`src/rtl/cpu_move_sequencer.sv`:
```
// Computer-turn move sequencer: arm on request, think, snapshot the board, offer a free cell.
// Optional CPU_CENTER_FIRST_EN macro makes the selector prefer CENTER_IDX when that cell is free.
module cpu_move_sequencer #(
    parameter int CELLS        = 9,
    parameter int IDX_W        = 4,
    parameter int THINK_CYCLES = 3,
    parameter int CNT_W        = 8,
    parameter int CENTER_IDX   = 4
) (
    input  logic             clk,
    input  logic             reset,
    input  logic             start,
    input  logic             cpu_en,
    input  logic [CELLS-1:0] board_occ,
    input  logic             move_ready,
    output logic             move_valid,
    output logic [IDX_W-1:0] move_idx,
    output logic             busy,
    output logic             no_move,
    output logic [CNT_W-1:0] turn_count
);

    localparam int TW = (THINK_CYCLES < 1) ? 1 : $clog2(THINK_CYCLES + 1);

`ifdef CPU_CENTER_FIRST_EN
    localparam bit CENTER_FIRST = 1'b1;
`else
    localparam bit CENTER_FIRST = 1'b0;
`endif

    typedef enum logic [2:0] {
        IDLE,
        ARM,
        THINK,
        OFFER,
        FULL
    } state_t;

    state_t           state_q;
    logic [TW-1:0]    cnt_q;
    logic [CELLS-1:0] snap_q;
    logic             move_valid_q;
    logic [IDX_W-1:0] move_idx_q;
    logic             busy_q;
    logic             no_move_q;
    logic [CNT_W-1:0] turn_count_q;
    logic [IDX_W-1:0] pick_d;

    // Lowest free cell of the snapshot, optionally overridden by a free center cell.
    always_comb begin
        // NOTE: default first so every path assigns pick_d and no latch is inferred.
        pick_d = '0;
        for (int i = CELLS - 1; i >= 0; i--) begin
            if (!snap_q[i]) pick_d = IDX_W'(i);
        end
        if (CENTER_FIRST && !snap_q[CENTER_IDX]) pick_d = IDX_W'(CENTER_IDX);
    end

    // NOTE: state and registered outputs use non-blocking assignments so every
    // register samples the pre-edge values of the others.
    always_ff @(posedge clk or negedge reset) begin
        if (!reset) begin
            state_q      <= IDLE;
            cnt_q        <= '0;
            snap_q       <= '0;
            move_valid_q <= 1'b0;
            move_idx_q   <= '0;
            busy_q       <= 1'b0;
            no_move_q    <= 1'b0;
            turn_count_q <= '0;
        end else begin
            no_move_q <= 1'b0;
            case (state_q)
                IDLE: begin
                    if (start && cpu_en) begin
                        state_q <= ARM;
                        busy_q  <= 1'b1;
                    end
                end
                ARM: begin
                    if (!cpu_en) begin
                        state_q <= IDLE;
                        busy_q  <= 1'b0;
                    end else begin
                        snap_q <= board_occ;
                        if (&board_occ) begin
                            state_q <= FULL;
                        end else if (THINK_CYCLES == 0) begin
                            state_q <= OFFER;
                        end else begin
                            state_q <= THINK;
                            cnt_q   <= TW'(THINK_CYCLES);
                        end
                    end
                end
                THINK: begin
                    if (!cpu_en) begin
                        state_q <= IDLE;
                        busy_q  <= 1'b0;
                    end else begin
                        cnt_q <= cnt_q - 1'b1;
                        if (cnt_q == TW'(1)) state_q <= OFFER;
                    end
                end
                OFFER: begin
                    // An accepted handshake takes priority over a simultaneous disable.
                    if (move_valid_q && move_ready) begin
                        state_q      <= IDLE;
                        busy_q       <= 1'b0;
                        move_valid_q <= 1'b0;
                        turn_count_q <= turn_count_q + 1'b1;
                    end else if (!cpu_en) begin
                        state_q      <= IDLE;
                        busy_q       <= 1'b0;
                        move_valid_q <= 1'b0;
                    end else if (!move_valid_q) begin
                        move_valid_q <= 1'b1;
                        move_idx_q   <= pick_d;
                    end
                end
                FULL: begin
                    no_move_q <= 1'b1;
                    state_q   <= IDLE;
                    busy_q    <= 1'b0;
                end
                default: begin
                    state_q <= IDLE;
                    busy_q  <= 1'b0;
                end
            endcase
        end
    end

    assign move_valid = move_valid_q;
    assign move_idx   = move_idx_q;
    assign busy       = busy_q;
    assign no_move    = no_move_q;
    assign turn_count = turn_count_q;

endmodule

```
`config.mk`:
```
export PLATFORM = sky130hd
export DESIGN_NAME = cpu_move_sequencer
export DESIGN_NICKNAME = d
export VERILOG_FILES = /design/src/rtl/cpu_move_sequencer.sv
export SDC_FILE = /design/constraint.sdc
export NUM_CORES = 1
export LEC_CHECK = 0
export BUFFER_PORTS_ARGS = -buffer_cell sky130_fd_sc_hd__buf_2
export CAP_MARGIN = 20
export CORE_MARGIN = 1
export CORE_UTILIZATION = 46
export CTS_CLUSTER_DIAMETER = 150
export DETAILED_ROUTE_END_ITERATION = 8
export PLACE_DENSITY = 0.72
export SYNTH_ARGS = -nofsm -noshare
export SYNTH_HDL_FRONTEND = slang
export SYNTH_SLANG_ARGS = --single-unit
```
`constraint.sdc`:
```
create_clock -name clk -period 1.8 [get_ports clk]
set_clock_uncertainty 0.15 [all_clocks]
set_input_delay 0.18 -clock clk [delete_from_list [all_inputs] [get_ports clk]]
set_output_delay 0.18 -clock clk [all_outputs]
set_load 0.01 [all_outputs]
```
======== Yosys cells after proc, flatten, opt, wreduce, memory -nomap -nowiden ========
Cells that the tools add are included.
storage, ports and cells
  input port bits ......................... 14
  bits in registers ....................... 29
  output and inout port bits .............. 15
  logic and storage cells ................. 62
cells by class
  multiplexer cells ....................... 28
  reductions and logical operators ........ 11
  bitwise gates (word level) .............. 2
  add/sub/neg operators ................... 2
  eq/ne operators ......................... 11
operators by type and width
  operator                                                                count
  4-bit two-way mux                                                       9
  3-bit two-way mux                                                       7
  3-bit one-hot mux with 4 select lines                                   1
  9-bit AND reduction                                                     1
  8-bit by 1-bit adder with 8-bit output (second input constant)          1
  2-bit inequality test (second input constant)                           4
  4-bit AND reduction                                                     2
  3-bit by 2-bit equality test with 1-bit output (second input constant)  2
  1-bit two-way mux                                                       6
  2-bit two-way mux                                                       3
  3-bit inequality test (second input constant)                           2
  2-bit one-hot mux with 2 select lines                                   1
  2-bit AND reduction                                                     2
  3-bit by 1-bit equality test with 1-bit output (second input constant)  1
  3-bit equality test (second input constant)                             1
  3-bit zero test                                                         1
  1-bit one-hot mux with 3 select lines                                   1
  3-bit AND reduction                                                     1
  2-bit by 1-bit equality test with 1-bit output (second input constant)  1
  1-bit logical AND                                                       2
  1-bit inverter                                                          2
  2-bit nonzero test                                                      1
  2-bit OR reduction                                                      1
  2-bit by 1-bit subtractor with 2-bit output (second input constant)     1

======== Logic depth before layout (Yosys ltp) ========
  depth in word-level cells ............... 9
  mapped depth ............................ 6
  mapped depth without buffers ............ 6

======== Least setup slack after synthesis ========
No wires, ideal clock.
  path type ............................... reg2reg
  start point ............................. register state_q[2]
  end point ............................... register snap_q[5]
  arrival time ............................ 1,445 ps
  clock period less this slack ............ 1,720 ps
  library setup time ...................... 125 ps
  slack ................................... 80 ps
  stages on the path, launching flop included .. 5
  path buffers ............................ 1
  cell sequence ........................... dfrtp_1 -> nand2b_2 -> nor3b_2 -> buf_2 -> mux2_2
on the way
  longest elaborated chain between the ends .. 2
RTL lines
  item                                            line  source
  from (decl)                                     39    state_t state_q;
  from (signal assigned)                          63    state_q <= IDLE;
  from (signal assigned)                          76    state_q <= ARM;
  from (signal assigned)                          82    state_q <= IDLE;
  3-bit by 1-bit equality test with 1-bit output  73    case (state_q)
  2-bit AND reduction (no line)                   --
  to (signal assigned)                            85    snap_q <= board_occ;
  to (decl)                                       41    logic [CELLS-1:0] snap_q;
No other way between the ends.
A chain may end at the register's enable or synchronous reset.

======== Worst setup path after layout ========
  start point ............................. register state_q[1]
  end point ............................... register cnt_q[0]
on the way
  longest elaborated chain between the ends .. 3
  elaborated cells on any way between the ends .. 8
RTL lines
  item                                                                                                                     line  source
  3-bit by 1-bit equality test with 1-bit output / 3-bit by 2-bit equality test with 1-bit output (equally long branches)  73
  2-bit inequality test (no line) / 2-bit nonzero test (equally long branches)                                             --
  4-bit AND reduction (no line)                                                                                            --
  to (signal assigned)                                                                                                     92    cnt_q <= TW'(THINK_CYCLES);
  to (signal assigned)                                                                                                     101   cnt_q <= cnt_q - 1'b1;
  to (decl)                                                                                                                40    logic [TW-1:0] cnt_q;
Several ways; a longest one is shown, not always the timed one.

==> impl_metrics.env <==
export IMPL_path_class="register to register"
export IMPL_std_cell_rows=19
export IMPL_power_internal_mw=1.25
export IMPL_crit_family="flip-flops"
export IMPL_cts_setup_buffers=0
export IMPL_die_w_um=56.3
export IMPL_fin_crit_ps=1740
export IMPL_n_antenna_cell=0
export IMPL_hold_end="move_valid"
export IMPL_cap_violations=0
export IMPL_ys_seq_elements=29
export IMPL_ir_worst_vdd_v=0.000811
export IMPL_switchingPower_mw=0.656
export IMPL_clk_pin_slew_worst_paths_ps=80
export IMPL_r2r_slack_ps=60
export IMPL_synth_edf_count=0
export IMPL_timing_setup_tns_ps=0
export IMPL_syn_area_per_cell_um2=11.2
export IMPL_cp_cell_sequence="and4b_1 -> a2111oi_4 -> mux2_1"
export IMPL_cts_htree_levels=2
export IMPL_first_pass_iters=4
export IMPL_yosysSeqAreaShare_pct=53.6
export IMPL_worst_pin_slew_ps=637
export IMPL_crit_path_start_kind="register"
export IMPL_io_pins=29
export IMPL_critPathMaxStageDelay_ps=490
export IMPL_leakage_nw=0.811
export IMPL_cts_buffer_depth=2
export IMPL_cp_slowest_cell="dfrtp_1"
export IMPL_cp_arrival_ps=1800
export IMPL_synthCells=121
export IMPL_grt_use_total_pct=19.9
export IMPL_antenna_left=0
export IMPL_area_growth_pct=25.1
export IMPL_vias=1048
export IMPL_dieArea_um2=3160
export IMPL_gp_congestion=0.902
export IMPL_clock_latency_ps=320
export IMPL_grt_pass1_wl_mm=4.66
export IMPL_min_period_over_period_pct=96.5
export IMPL_synthArstFlopShare_pct=100
export IMPL_r2r_end="cnt_q[0]"
export IMPL_nets=182
export IMPL_drc=0
export IMPL_grt_overflow_total=0
export IMPL_cts_buffers=5
export IMPL_wirelength_mm=2.69
export IMPL_initial_core_util_pct=48.7
export IMPL_drive_gt1_share_pct=29.9
export IMPL_final_max_slew_viol_count=0
export IMPL_antenna_found_initial=0
export IMPL_ys_warn_count=0
export IMPL_dp_hpwl_mm=1.96
export IMPL_min_path_type="primary input to register"
export IMPL_max_freq_mhz=576
export IMPL_end_kind="register"
export IMPL_syn_nets=137
export IMPL_synth_area_um2=1350
export IMPL_clockPowerShare_pct=19.4
export IMPL_status="finished, final reports clean"
export IMPL_cp_depth=3
export IMPL_cts_num_sinks=29
export IMPL_io_buffers=28
export IMPL_ff2ff_path_depth=3
export IMPL_hold_start="cpu_en"
export IMPL_p_comb_share_pct=28.1
export IMPL_finalHoldViolCount=0
export IMPL_whs_path_depth=3
export IMPL_hold_ws_ps=21.8
export IMPL_switching_share_pct=34.4
export IMPL_wl_per_cell_um=13.6
export IMPL_maxSlewHeadroom_pct=57.5
export IMPL_setup_violations=0
export IMPL_rsz0062_at_grt="no"
export IMPL_die_h_um=56.3
export IMPL_vias_per_cell=5.29
export IMPL_powerDensity_nw_per_um2=1130
export IMPL_core_area_um2=2780
export IMPL_cts_tree="done"
export IMPL_synthFlopType="dfrtp_1"
export IMPL_cts_root_buffer="clkbuf_4"
export IMPL_path_max_fanout=9
export IMPL_r2r_start="state_q[1]"
export IMPL_cp_data_required_time_ps=1860
export IMPL_first_global_vias=1037
export IMPL_grt_max_degree=30
export IMPL_share_seq_of_total_power_pct=52.5
export IMPL_crit_buf_inv=0
export IMPL_yosysUniqueCellTypes=36
export IMPL_drt_iter0_markers=21
==> cells by family after synthesis <==
family          share of synthesized area (%)
simple gates                             17.3
buf+inv                                  3.05
flops                                    53.6
fa+ha+maj                                1.85
mux                                      8.13
xor+xnor                                 4.53
compound gates                           11.6
==> cells in the final DEF (no fill, tap or decap), types with 2 or more instances in the layout <==
master / instances
nor3_1: 3
nand3_1: 4
ha_1: 2
buf_2: 28
a21oi_1: 2
o21ai_0: 7
buf_4: 4
and3_1: 3
a31oi_1: 3
dlygate4sd3_1: 10
nand2_1: 14
nor2_1: 5
mux2i_1: 2
xor2_1: 2
clkbuf_4: 5
inv_1: 5
nand2b_1: 2
clkbuf_1: 3
mux2_2: 7
dfrtp_1: 29
xnor2_1: 5
nand4_1: 5
==> per-layer routing <==
metal | share of wire [%] | up-vias | global-route usage (%)
met3 | 4.7 | 6 | 7.60
met1 | 44 | 490 | 23.7
met5 | 0 | - | 0
met2 | 49 | 29 | 30.3
li1 | - | 523 | -
met4 | 2.6 | 0 | 12.2
==> area by class of cell <==
type / instances / area [µm²]
clock buffer: 8 / 48.8
fill: 246 / 1090
inverter: 5 / 18.8
tap: 31 / 38.8
sequential: 29 / 726
multi-input combinational: 83 / 592
timing repair buffer: 42 / 270
==> registers in the layout (all words and copies together) (netlist names) <==
| name | count |
|---|---|
| no_move | 1 |
| move_idx | 4 |
| snap_q | 9 |
| cnt_q | 2 |
| move_valid | 1 |
| state_q | 3 |
| turn_count | 8 |
| busy | 1 |
==> synthesized netlist by cell type (2+ instances only) <==
master / n / share of area [%]
xor2_1: 2 / 1.3
a21oi_1: 2 / 0.74
and3_1: 3 / 1.4
nand2b_1: 2 / 0.92
nand4_1: 5 / 2.3
mux2_2: 7 / 5.8
o21ai_0: 7 / 2.6
ha_1: 2 / 1.8
a31oi_1: 3 / 1.4
nor2_1: 5 / 1.4
nor3_1: 3 / 1.1
nand2_1: 14 / 3.9
xnor2_1: 5 / 3.2
mux2i_1: 2 / 1.5
buf_2: 3 / 1.1
inv_1: 5 / 1.4
dfrtp_1: 29 / 54
nand3_1: 4 / 1.5
==> worst reg2reg max path, stage by stage (launching register included) <==
cell and delay (ps):
dfrtp_1 490, and4b_1 260, a2111oi_4 370, mux2_1 350
==> power groups by stage <==
| stage | clock network (mW) | registers, mW | logic [mW] |
|---|---|---|---|
| after CTS | 0.387 | 0.999 | 0.541 |
| after global routing | 0.428 | 1.03 | 0.609 |
| final | 0.371 | 1.00 | 0.536 |
| after detailed placement | 0 | 1.01 | 0.523 |
| after global placement | 0 | 1.00 | 0.504 |
| after floorplan | 0 | 0.967 | 0.376 |
==> timing repair <==
| item | in CTS | in global routing |
|---|---|---|
| endpoints found under the hold margin | 38 | 0 |
| hold buffers | 10 | 0 |
| endpoints found under the setup margin | 0 | 1 |
| gates resized for setup | 0 | 1 |
==> worst max path at each step <==
| stage | from | slack (ps) | endpoint |
|---|---|---|---|
| 3_5_place_dp | state_q[2] | 60 | move_idx[3] |
| 5_1_grt | state_q[1] | 20 | cnt_q[0] |
| 4_1_cts | state_q[2] | 50 | move_idx[3] |
| 3_3_place_gp | state_q[1] | 110 | cnt_q[0] |
| 6_report | state_q[1] | 60 | cnt_q[0] |
| 2_1_floorplan | state_q[2] | 80 | snap_q[5] |
==> stage by stage <==
stage               utilization [%]  std cells  setup WS [ps]  total power, mW  cell area [µm²]
finish                         60.9        198           62.5             1.91             1690
global route                   60.9        198           18.7             2.07             1690
CTS                            60.7        198           46.9             1.93             1690
detailed placement             55.4        180           59.2             1.54             1540
global placement               55.4        180            111             1.50             1540
floorplan                         -        121           79.8             1.34             1350
Note: power is estimated with default switching activity, not from simulation.
